File: src/rtl/systolic_job_scheduler.sv
// ---------------------------------------------------------------------------
// systolic_job_scheduler
//   Queues matmul job descriptors from the host and launches them one at a
//   time on the systolic controller. Watches controller done/overflow/cycle
//   count, publishes one status record per job and enforces a watchdog.
//
// Ports
//   clk, rst                  clock, synchronous active-high reset
//   job_valid/job_ready       host descriptor handshake (job_ready = FIFO not full)
//   job_addr_a/b/c, job_n     descriptor base addresses and matrix size
//   flush                     drop all queued (not running) jobs
//   timeout_cyc               watchdog limit, 0 disables
//   ctrl_new_data             1-cycle launch pulse to the controller
//   ctrl_addr_a/b/c, ctrl_n   descriptor of the current job, held until next pop
//   ctrl_done/overflow/cycles controller status inputs
//   busy                      a job is in flight
//   q_count                   queued jobs, running job excluded
//   stat_valid/id/cycles/ovf/err  per-job retire record (err: 0 ok, 1 bad n, 2 timeout)
// ---------------------------------------------------------------------------
module systolic_job_scheduler #(
   parameter int unsigned DEPTH  = 4,
   parameter int unsigned N      = 4,
   parameter int unsigned ADDR_W = 12,
   parameter int unsigned CYC_W  = 16
) (
   input  logic                    clk,
   input  logic                    rst,
   input  logic                    job_valid,
   output logic                    job_ready,
   input  logic [ADDR_W-1:0]       job_addr_a,
   input  logic [ADDR_W-1:0]       job_addr_b,
   input  logic [ADDR_W-1:0]       job_addr_c,
   input  logic [3:0]              job_n,
   input  logic                    flush,
   input  logic [CYC_W-1:0]        timeout_cyc,
   output logic                    ctrl_new_data,
   output logic [ADDR_W-1:0]       ctrl_addr_a,
   output logic [ADDR_W-1:0]       ctrl_addr_b,
   output logic [ADDR_W-1:0]       ctrl_addr_c,
   output logic [3:0]              ctrl_n,
   input  logic                    ctrl_done,
   input  logic                    ctrl_overflow,
   input  logic [CYC_W-1:0]        ctrl_cycles,
   output logic                    busy,
   output logic [$clog2(DEPTH):0]  q_count,
   output logic                    stat_valid,
   output logic [7:0]              stat_id,
   output logic [CYC_W-1:0]        stat_cycles,
   output logic                    stat_ovf,
   output logic [1:0]              stat_err
);

   localparam int unsigned PTR_W = $clog2(DEPTH);
   localparam int unsigned CNT_W = PTR_W + 1;
   localparam logic [3:0]  N_MAX = 4'(N);

   typedef enum logic [2:0] {
      S_IDLE,
      S_LAUNCH,
      S_ACK,
      S_RUN,
      S_REPORT,
      S_HANG
   } state_t;

   state_t state, state_nx;

   // ---------------- job FIFO ----------------
   logic [ADDR_W-1:0] mem_a  [DEPTH];
   logic [ADDR_W-1:0] mem_b  [DEPTH];
   logic [ADDR_W-1:0] mem_c  [DEPTH];
   logic [3:0]        mem_n  [DEPTH];
   logic [7:0]        mem_id [DEPTH];

   logic [PTR_W-1:0]  wr_ptr, rd_ptr;
   logic [CNT_W-1:0]  count;
   logic [7:0]        id_ctr;
   logic              full, empty, push, pop;

   assign full      = (count == CNT_W'(DEPTH));
   assign empty     = (count == '0);
   assign job_ready = ~full;
   assign q_count   = count;
   // flush wins over a same-cycle push; the offered job is simply dropped
   assign push      = job_valid & job_ready & ~flush;

   always_ff @(posedge clk) begin
      if (push) begin
         mem_a[wr_ptr]  <= job_addr_a;
         mem_b[wr_ptr]  <= job_addr_b;
         mem_c[wr_ptr]  <= job_addr_c;
         mem_n[wr_ptr]  <= job_n;
         mem_id[wr_ptr] <= id_ctr;
      end
   end

   always_ff @(posedge clk) begin
      if (rst || flush) begin
         wr_ptr <= '0;
         rd_ptr <= '0;
         count  <= '0;
      end else begin
         if (push) wr_ptr <= wr_ptr + 1'b1;
         if (pop)  rd_ptr <= rd_ptr + 1'b1;
         count <= count + CNT_W'(push) - CNT_W'(pop);
      end
   end

   always_ff @(posedge clk) begin
      if (rst)       id_ctr <= '0;
      else if (push) id_ctr <= id_ctr + 8'd1;
   end

   // ---------------- scheduler FSM ----------------
   logic [3:0]       head_n;
   logic             head_legal;
   logic [CYC_W-1:0] wdog;
   logic [7:0]       cur_id;
   logic             to_hit;
   logic             reject, wd_tick, rpt_ok, rpt_to;

   assign head_n     = mem_n[rd_ptr];
   assign head_legal = (head_n != 4'd0) && (head_n <= N_MAX);
   assign to_hit     = (timeout_cyc != '0) && (wdog == timeout_cyc);
   assign busy       = (state != S_IDLE);

   always_ff @(posedge clk) begin
      if (rst) state <= S_IDLE;
      else     state <= state_nx;
   end

   always_comb begin
      state_nx      = state;
      pop           = 1'b0;
      reject        = 1'b0;
      ctrl_new_data = 1'b0;
      wd_tick       = 1'b0;
      rpt_ok        = 1'b0;
      rpt_to        = 1'b0;
      case (state)
         S_IDLE: begin
            // a head entry being flushed this cycle is treated as dropped
            if (!empty && !flush) begin
               pop = 1'b1;
               if (head_legal) state_nx = S_LAUNCH;
               else            reject   = 1'b1;
            end
         end
         S_LAUNCH: begin
            ctrl_new_data = 1'b1;
            state_nx      = S_ACK;
         end
         S_ACK: begin
            if (to_hit) begin
               rpt_to   = 1'b1;
               state_nx = S_HANG;
            end else begin
               wd_tick = 1'b1;
               if (!ctrl_done) state_nx = S_RUN;
            end
         end
         S_RUN: begin
            if (to_hit) begin
               rpt_to   = 1'b1;
               state_nx = S_HANG;
            end else begin
               wd_tick = 1'b1;
               if (ctrl_done) state_nx = S_REPORT;
            end
         end
         S_REPORT: begin
            rpt_ok   = 1'b1;
            state_nx = S_IDLE;
         end
         S_HANG:  state_nx = S_HANG;
         default: state_nx = S_IDLE;
      endcase
   end

   // descriptor registers, watchdog and status record
   always_ff @(posedge clk) begin
      if (rst) begin
         ctrl_addr_a <= '0;
         ctrl_addr_b <= '0;
         ctrl_addr_c <= '0;
         ctrl_n      <= '0;
         cur_id      <= '0;
         wdog        <= '0;
         stat_valid  <= 1'b0;
         stat_id     <= '0;
         stat_cycles <= '0;
         stat_ovf    <= 1'b0;
         stat_err    <= '0;
      end else begin
         stat_valid <= 1'b0;
         if (pop) begin
            ctrl_addr_a <= mem_a[rd_ptr];
            ctrl_addr_b <= mem_b[rd_ptr];
            ctrl_addr_c <= mem_c[rd_ptr];
            ctrl_n      <= head_n;
            cur_id      <= mem_id[rd_ptr];
         end
         if (reject) begin
            stat_valid  <= 1'b1;
            stat_id     <= mem_id[rd_ptr];
            stat_cycles <= '0;
            stat_ovf    <= 1'b0;
            stat_err    <= 2'd1;
         end
         if (ctrl_new_data) wdog <= '0;
         if (wd_tick)       wdog <= wdog + 1'b1;
         if (rpt_ok) begin
            stat_valid  <= 1'b1;
            stat_id     <= cur_id;
            stat_cycles <= ctrl_cycles;
            stat_ovf    <= ctrl_overflow;
            stat_err    <= 2'd0;
         end
         if (rpt_to) begin
            stat_valid  <= 1'b1;
            stat_id     <= cur_id;
            stat_cycles <= wdog;
            stat_ovf    <= ctrl_overflow;
            stat_err    <= 2'd2;
         end
      end
   end

endmodule

File: config.mk
export PLATFORM = sky130hd
export DESIGN_NAME = systolic_job_scheduler
export DESIGN_NICKNAME = d
export VERILOG_FILES = /design/src/rtl/systolic_job_scheduler.sv
export SDC_FILE = /design/constraint.sdc
export NUM_CORES = 1
export LEC_CHECK = 0
export ABC_AREA = 0
export CAP_MARGIN = 25
export CORE_ASPECT_RATIO = 2
export CORE_UTILIZATION = 50
export CTS_CLUSTER_DIAMETER = 150
export CTS_CLUSTER_SIZE = 12
export DETAILED_ROUTE_END_ITERATION = 12
export GPL_TIMING_DRIVEN = 0
export PLACE_DENSITY = 0.76
export SYNTH_ARGS = -nofsm -noshare
export SYNTH_HDL_FRONTEND = slang
export SYNTH_SLANG_ARGS = --single-unit
File: constraint.sdc
create_clock -name clk -period 4.3 [get_ports clk]
set_clock_uncertainty 0.15 [all_clocks]
set_input_delay 1.29 -clock clk [delete_from_list [all_inputs] [get_ports clk]]
set_output_delay 1.29 -clock clk [all_outputs]
set_load 0.05 [all_outputs]
==> reports/metrics.csv, run 1 <==
stage;metric;value;unit
status;status;complete, no violations;
layout;final core occ;62.7;%
clock_tree;CTS tree;done;
floorplanning;starting density of the core;50.7;%
yosys;asr flop ratio synth;0;%
timing;Final Cycle Share;95.7;%
clock_tree;CTS Sinks;304;
run;Max-Cap Viols;0;
power;Power Total;5.91;mW
worst_setup_path;r2r worst-path depth;13;
clock_tree;hold buffers post-CTS;0;
grt;total grt overflow;0;
yosys;register bit total from synthesis;304;
worst_hold_path;WHS Path Cells;2;
worst_setup_path;Worst R2R End;q_count[2]$_SDFF_PP0_;
worst_hold_path;HP Class;flip-flop to flip-flop;
timing;Tmin final;4.12;ns
clock_tree;H-tree Lvls;1;
worst_hold_path;Hold Path Sink;ctrl_n[3]$_SDFFE_PP0P_;
worst_setup_path;CP Launch Type;flip-flop;
yosys;syn nets;907;
timing;Max Clk Rate;243;MHz
detailed_routing;ANT nets after route;0;
yosys;EDFF count, synth;192;
floorplanning;DIE AREA;24100;µm²
clock_tree;Clock Latency Late Sink;0.54;ns
floorplanning;die width;110;µm
worst_setup_path;CP max FO;7;
detailed_routing;Residual DRC;0;
timing;max-slew violations;0;
placed_design;Post-Place Cells;1257;
clock_tree;# Post-CTS Setup Buffers;0;
floorplanning;Chip Height;219;µm
yosys;Syn. warnings;0;
layout;Post-Layout Cell Count;1311;
worst_setup_path;Worst EP arrival;2.68;ns
layout;area added between synthesis and finish;23.6;%
detailed_routing;Avg WL per Cell;20.9;µm
floorplanning;Site Rows;79;
power;VDD IR max;0.000474;V
yosys;Post-Syn Area;11700;µm²
worst_setup_path;Worst R2R Start;q_count[1]$_SDFF_PP0_;
timing;headroom to the max-slew limit;40.3;%
worst_setup_path;crit path kind;flip-flop to primary output;
timing;Min Hold Slack;0.304;ns
grt;vias in the first global route;7908;
yosys;Synth cell types;53;
grt;gr usage total;23.9;%
timing;Slew @ Worst Pin;0.895;ns
worst_setup_path;reg2reg setup slack;1.02;ns
detailed_routing;DRT Pass-1 Iters;5;
floorplanning;CORE AREA;23100;µm²
clock_tree;Resized Gates After CTS;0;
grt;largest net degree at the start of global routing;35;
layout;proportion of layout cells with a drive suffix above 1;9.94;%
placed_design;I/O Buffers;150;
layout;Final nets;1092;
clock_tree;total clock buffers created by CTS;29;
power;leakage power;4.78;nW
timing;final setup vio count;0;
worst_setup_path;Setup crit end kind;primary output;
grt;first-pass GRT wire length;42100;µm
worst_hold_path;worst min-delay path startpoint;ctrl_n[3]$_SDFFE_PP0P_;
clock_tree;CTS root buf;clkbuf_16;
detailed_routing;Detailed Route WL;27400;µm
timing;Final Hold Vio Count;0;
yosys;Post-synth top flop;edfxtp_1;
power;Cell Pwr Density;408;nW/µm²
grt;initial antenna violation count;2;
placed_design;hpwl dp;19100;µm
detailed_routing;initial DRC count;515;
clock_tree;CTS Buffer Depth;3;
detailed_routing;vias post-DR;7436;
detailed_routing;DR vias/cell;5.67;
yosys;cells after synthesis;820;
clock_tree;CTS clk-pin slew, worst paths;0.06;ns
worst_setup_path;CP required;2.86;ns
timing;unrepaired setup endpoints after global routing;no;
floorplanning;# IOs;152;
placed_design;global placement routability congestion;0.956;
yosys;synthesized area per cell;14.3;µm²
yosys;post-synthesis sequential area ratio;68.3;%
[registers in the layout, indices dropped and copies added, names as in the netlist, 3 cells and up, named ones only]
| signal | count |
|---|---|
| q_count | 3 |
| ctrl_addr_a | 12 |
| mem_a | 48 |
| mem_c | 48 |
| ctrl_addr_b | 12 |
| ctrl_n | 4 |
| cur_id | 8 |
| wdog | 16 |
| ctrl_addr_c | 12 |
| mem_n | 16 |
| id_ctr | 8 |
| stat_id | 8 |
| state | 3 |
| mem_b | 48 |
| mem_id | 32 |
| stat_cycles | 16 |
[power breakdown]
| group | total [mW] | internal (mW) | switching, mW |
|---|---|---|---|
| clock network | 2.28 | 1.26 | 1.02 |
| registers | 3.19 | 3.16 | 0.0282 |
| logic | 0.450 | 0.184 | 0.265 |
[metal layers]
| metal | wire [µm] | global-route usage, % |
|---|---|---|
| met5 | 0 | 0 |
| met4 | 1600 | 15.4 |
| met3 | 1740 | 5.28 |
| met2 | 14900 | 43.1 |
| met1 | 9210 | 23.7 |
[critical path, cell delays in order (launching register included)]
cell,delay (ns)
dfxtp_1,0.44
nor3b_1,0.74
clkdlybuf4s50_1,0.95
[layout by cell type, fill, tap and decap left out, types with 6 or more instances in the layout]
master and count:
a21oi_1 69, a22o_1 12, a22oi_1 18, and2_1 8, buf_2 7, clkbuf_1 55, clkbuf_16 29, clkdlybuf4s50_1 150
dfxtp_1 112, edfxtp_1 192, ha_1 8, inv_1 13, mux2i_1 12, mux4_1 6, mux4_2 42, nand2_1 119
nand3_1 25, nor2_1 31, nor4_1 9, o21ai_0 6, o22ai_1 8, xor2_1 23
[logic make-up after synthesis]
group / share of synthesized area (%)
DFF: 68.3
and+or+nand+nor: 8.82
buffers and inverters: 2.25
AOI/OAI and AO/OA: 6.82
adders and majority gates: 1.02
xor gates and xnor gates: 2.09
muxes: 10.7
[worst max-delay path by stage]
| stage | startpoint | endpoint | slack, ns | depth (start not counted) |
|---|---|---|---|---|
| after CTS | state[0]$_SDFFE_PP0P_ | ctrl_new_data | 0.18 | 2 |
| after detailed placement | flush | q_count[2]$_SDFF_PP0_ | -0.12 | 13 |
| final | state[0]$_SDFFE_PP0P_ | ctrl_new_data | 0.18 | 2 |
| after global placement | job_valid | mem_b[1][2]$_DFFE_PP_ | -0.86 | 5 |
| after global routing | state[0]$_SDFFE_PP0P_ | ctrl_new_data | 0.14 | 2 |
| after floorplan | job_valid | mem_a[0][0]$_DFFE_PP_ | 0.69 | 4 |
[stage by stage]
step / area (µm²) / setup TNS, ns / setup WS (ns)
3_3_place_gp: 13600 / -161.66 / -0.863
3_5_place_dp: 13700 / -0.121 / -0.121
4_1_cts: 14500 / 0 / 0.181
6_report: 14500 / 0 / 0.185
2_1_floorplan: 11700 / 0 / 0.689
5_1_grt: 14500 / 0 / 0.141
[cell type report]
cell class	instances	area (µm²)
diodes	2	5.00
plain buffers	46	211
clock buffers	51	808
clock inverters	1	8.76
fillers	1736	8640
inverters	14	52.6
multi-input cells	456	3460
flip-flops and latches	304	8010
well taps	283	354
repair buffers	154	1580
[Yosys cell counts, types with 3 or more instances]
library cell	count	area share [%]
nand2_1	119	3.8
nand4_1	4	0.21
mux4_1	6	1.3
a21oi_1	69	2.9
clkbuf_1	33	1.1
mux2_2	3	0.29
or2_2	3	0.16
or3_1	5	0.27
nor4_1	9	0.48
xor2_1	23	1.7
and3_1	4	0.21
buf_2	7	0.30
a22o_1	12	0.90
o21ai_0	6	0.26
xnor2_1	5	0.37
nand3_1	25	1.1
nor2_1	31	0.99
a211oi_1	3	0.19
o22ai_1	8	0.43
inv_1	13	0.42
ha_1	8	0.85
mux4_2	42	8.1
buf_6	3	0.29
edfxtp_1	192	49
a22oi_1	18	1.2
mux2i_1	12	1.0
and2_1	12	0.64
dfxtp_1	112	19
nor3_1	5	0.21
Note: power is estimated with default switching activity, not from simulation.
==> run 2, diff against run 1 <==
--- a/config.mk
+++ b/config.mk
@@ -14,6 +14,7 @@
 export DETAILED_ROUTE_END_ITERATION = 12
 export GPL_TIMING_DRIVEN = 0
 export PLACE_DENSITY = 0.76
+export SLEW_MARGIN = 20
 export SYNTH_ARGS = -nofsm -noshare
 export SYNTH_HDL_FRONTEND = slang
 export SYNTH_SLANG_ARGS = --single-unit
==> reports/metrics.csv, run 2 (synthesis gave the netlist of run 1 again) <==
stage;metric;value;unit
grt;initial antenna violation count;1;
worst_setup_path;Setup crit end kind;primary output;
power;sw frac;22.2;%
clock_tree;CTS root buf;clkbuf_16;
layout;Top Registers;mem_a x48, mem_b x48, mem_c x48;
grt;gr usage total;24.4;%
worst_setup_path;CP Launch Type;flip-flop;
clock_tree;# Post-CTS Setup Buffers;0;
timing;Slew @ Worst Pin;0.886;ns
worst_setup_path;CP required;2.86;ns
layout;proportion of layout cells with a drive suffix above 1;9.93;%
layout;leading cell type in the layout, fill and taps excluded;edfxtp_1;
clock_tree;hold buffers post-CTS;0;
layout;Fill cells;1746;
run;Max-Cap Viols;0;
floorplanning;Site Rows;79;
layout;area added between synthesis and finish;23.6;%
worst_setup_path;Crit path largest cell delay;0.95;ns
worst_setup_path;Crit path buffers/inverters;1;
timing;final setup vio count;0;
timing;headroom to the max-slew limit;40.9;%
clock_tree;Clock Latency Late Sink;0.55;ns
layout;Final nets;1092;
power;Internal Power;4.61;mW
power;clock share of power;38.6;%
power;Switch Pwr;1.32;mW
detailed_routing;initial DRC count;545;
clock_tree;CTS tree;done;
timing;TNS Setup;0;ns
detailed_routing;ANT nets after route;0;
grt;first-pass GRT wire length;43000;µm
detailed_routing;Avg WL per Cell;21.1;µm
detailed_routing;DRT Pass-1 Iters;6;
timing;max-slew violations;0;
placed_design;global placement routability congestion;0.956;
placed_design;I/O Buffers;150;
placed_design;hpwl dp;19100;µm
worst_setup_path;cell family with most CP delay;buffers and inverters;
timing;Tmin final;4.14;ns
detailed_routing;DR vias/cell;5.75;
worst_setup_path;Worst EP arrival;2.70;ns
detailed_routing;Residual DRC;0;
floorplanning;DIE AREA;24100;µm²
timing;Final Hold Vio Count;0;
worst_hold_path;HP Class;flip-flop to flip-flop;
clock_tree;total clock buffers created by CTS;29;
floorplanning;die width;110;µm
clock_tree;CTS Buffer Depth;3;
power;Power Total;5.93;mW
timing;Final Cycle Share;96.2;%
floorplanning;CORE AREA;23100;µm²
floorplanning;starting density of the core;50.7;%
grt;largest net degree at the start of global routing;35;
power;Logic pwr share;7.6;%
clock_tree;Resized Gates After CTS;0;
timing;unrepaired setup endpoints after global routing;no;
detailed_routing;Detailed Route WL;27700;µm
clock_tree;CTS clk-pin slew, worst paths;0.06;ns
grt;total grt overflow;0;
timing;Max Clk Rate;242;MHz
status;status;complete, no violations;
floorplanning;Chip Height;219;µm
worst_setup_path;slowest stage cell on the critical path;clkdlybuf4s50_1;
grt;vias in the first global route;8043;
worst_setup_path;critical path, cell by cell;nor3b_1 -> clkdlybuf4s50_1;
worst_setup_path;crit path kind;flip-flop to primary output;
layout;most frequent cells in the layout;edfxtp_1 (192), clkdlybuf4s50_1 (150), nand2_1 (119);
power;Seq pwr share;53.8;%
floorplanning;# IOs;152;
clock_tree;H-tree Lvls;1;
worst_setup_path;CP max FO;7;
power;Cell Pwr Density;409;nW/µm²
power;leakage power;4.79;nW
power;VDD IR max;0.000487;V
detailed_routing;vias post-DR;7537;
clock_tree;CTS Sinks;304;
[run 2: changes by cell type in the layout (fill, tap and decap cells not counted)]
cell      before  now
and2_2         4    0
and2_4         0    4
clkbuf_1      55   56
diode_2        2    1
[run 2: path summary, 6_finish.rpt]
path                           from                endpoint  slack [ns]  cells after the start
max           state[0]$_SDFFE_PP0P_           ctrl_new_data        0.16                      2
min          ctrl_n[3]$_SDFFE_PP0P_  ctrl_n[3]$_SDFFE_PP0P_        0.30                      2
max reg2reg   q_count[1]$_SDFF_PP0_   q_count[2]$_SDFF_PP0_        1.01                     13
min reg2reg  ctrl_n[3]$_SDFFE_PP0P_  ctrl_n[3]$_SDFFE_PP0P_        0.30                      2
[run 2: per-stage QoR]
step           cells  utilization (%)  setup slack, ns  hold slack [ns]  area [µm²]
4_1_cts         1310             62.7            0.213            0.304       14500
6_report        1311             62.7            0.165            0.303       14500
5_1_grt         1311             62.7            0.140            0.324       14500
2_1_floorplan    820                -            0.689            0.286       11700
3_3_place_gp    1253             58.7           -0.863            0.292       13600
3_5_place_dp    1257             59.1           -0.118            0.295       13700
[run 2: routing by layer]
layer,GRT usage [%],routed length (µm),vias to the layer above
met5,0,0,-
met3,5.19,1820,107
met1,23.9,9220,3677
li1,-,-,3455
met2,44.9,15000,298
met4,15.0,1640,0
[run 2: tightest hold or removal path, delay by kind of cell (launching register included)]
kind,cells,cell delay (ns)
AOI/OAI and AO/OA,1,0.05
DFF,1,0.31
and+or+nand+nor,1,0.05
[run 2: area by class of cell]
type	instances	area, µm²	share of cell area [%]
inverters	14	52.6	0.362
clock buffers	52	812	5.60
plain buffers	46	211	1.46
repair buffers	154	1580	10.9
multi-input cells	456	3470	23.9
diodes	1	2.50	0.0173
well taps	283	354	2.44
clock inverters	1	8.76	0.0604
flip-flops and latches	304	8010	55.2
[run 2: power by group through the flow]
stage	clock (mW)	combinational, mW	sequential (mW)
floorplan	0	0.172	3.32
global placement	0	0.439	3.25
detailed placement	0	0.450	3.25
CTS	2.32	0.453	3.19
global route	2.43	0.484	3.19
finish	2.29	0.451	3.19
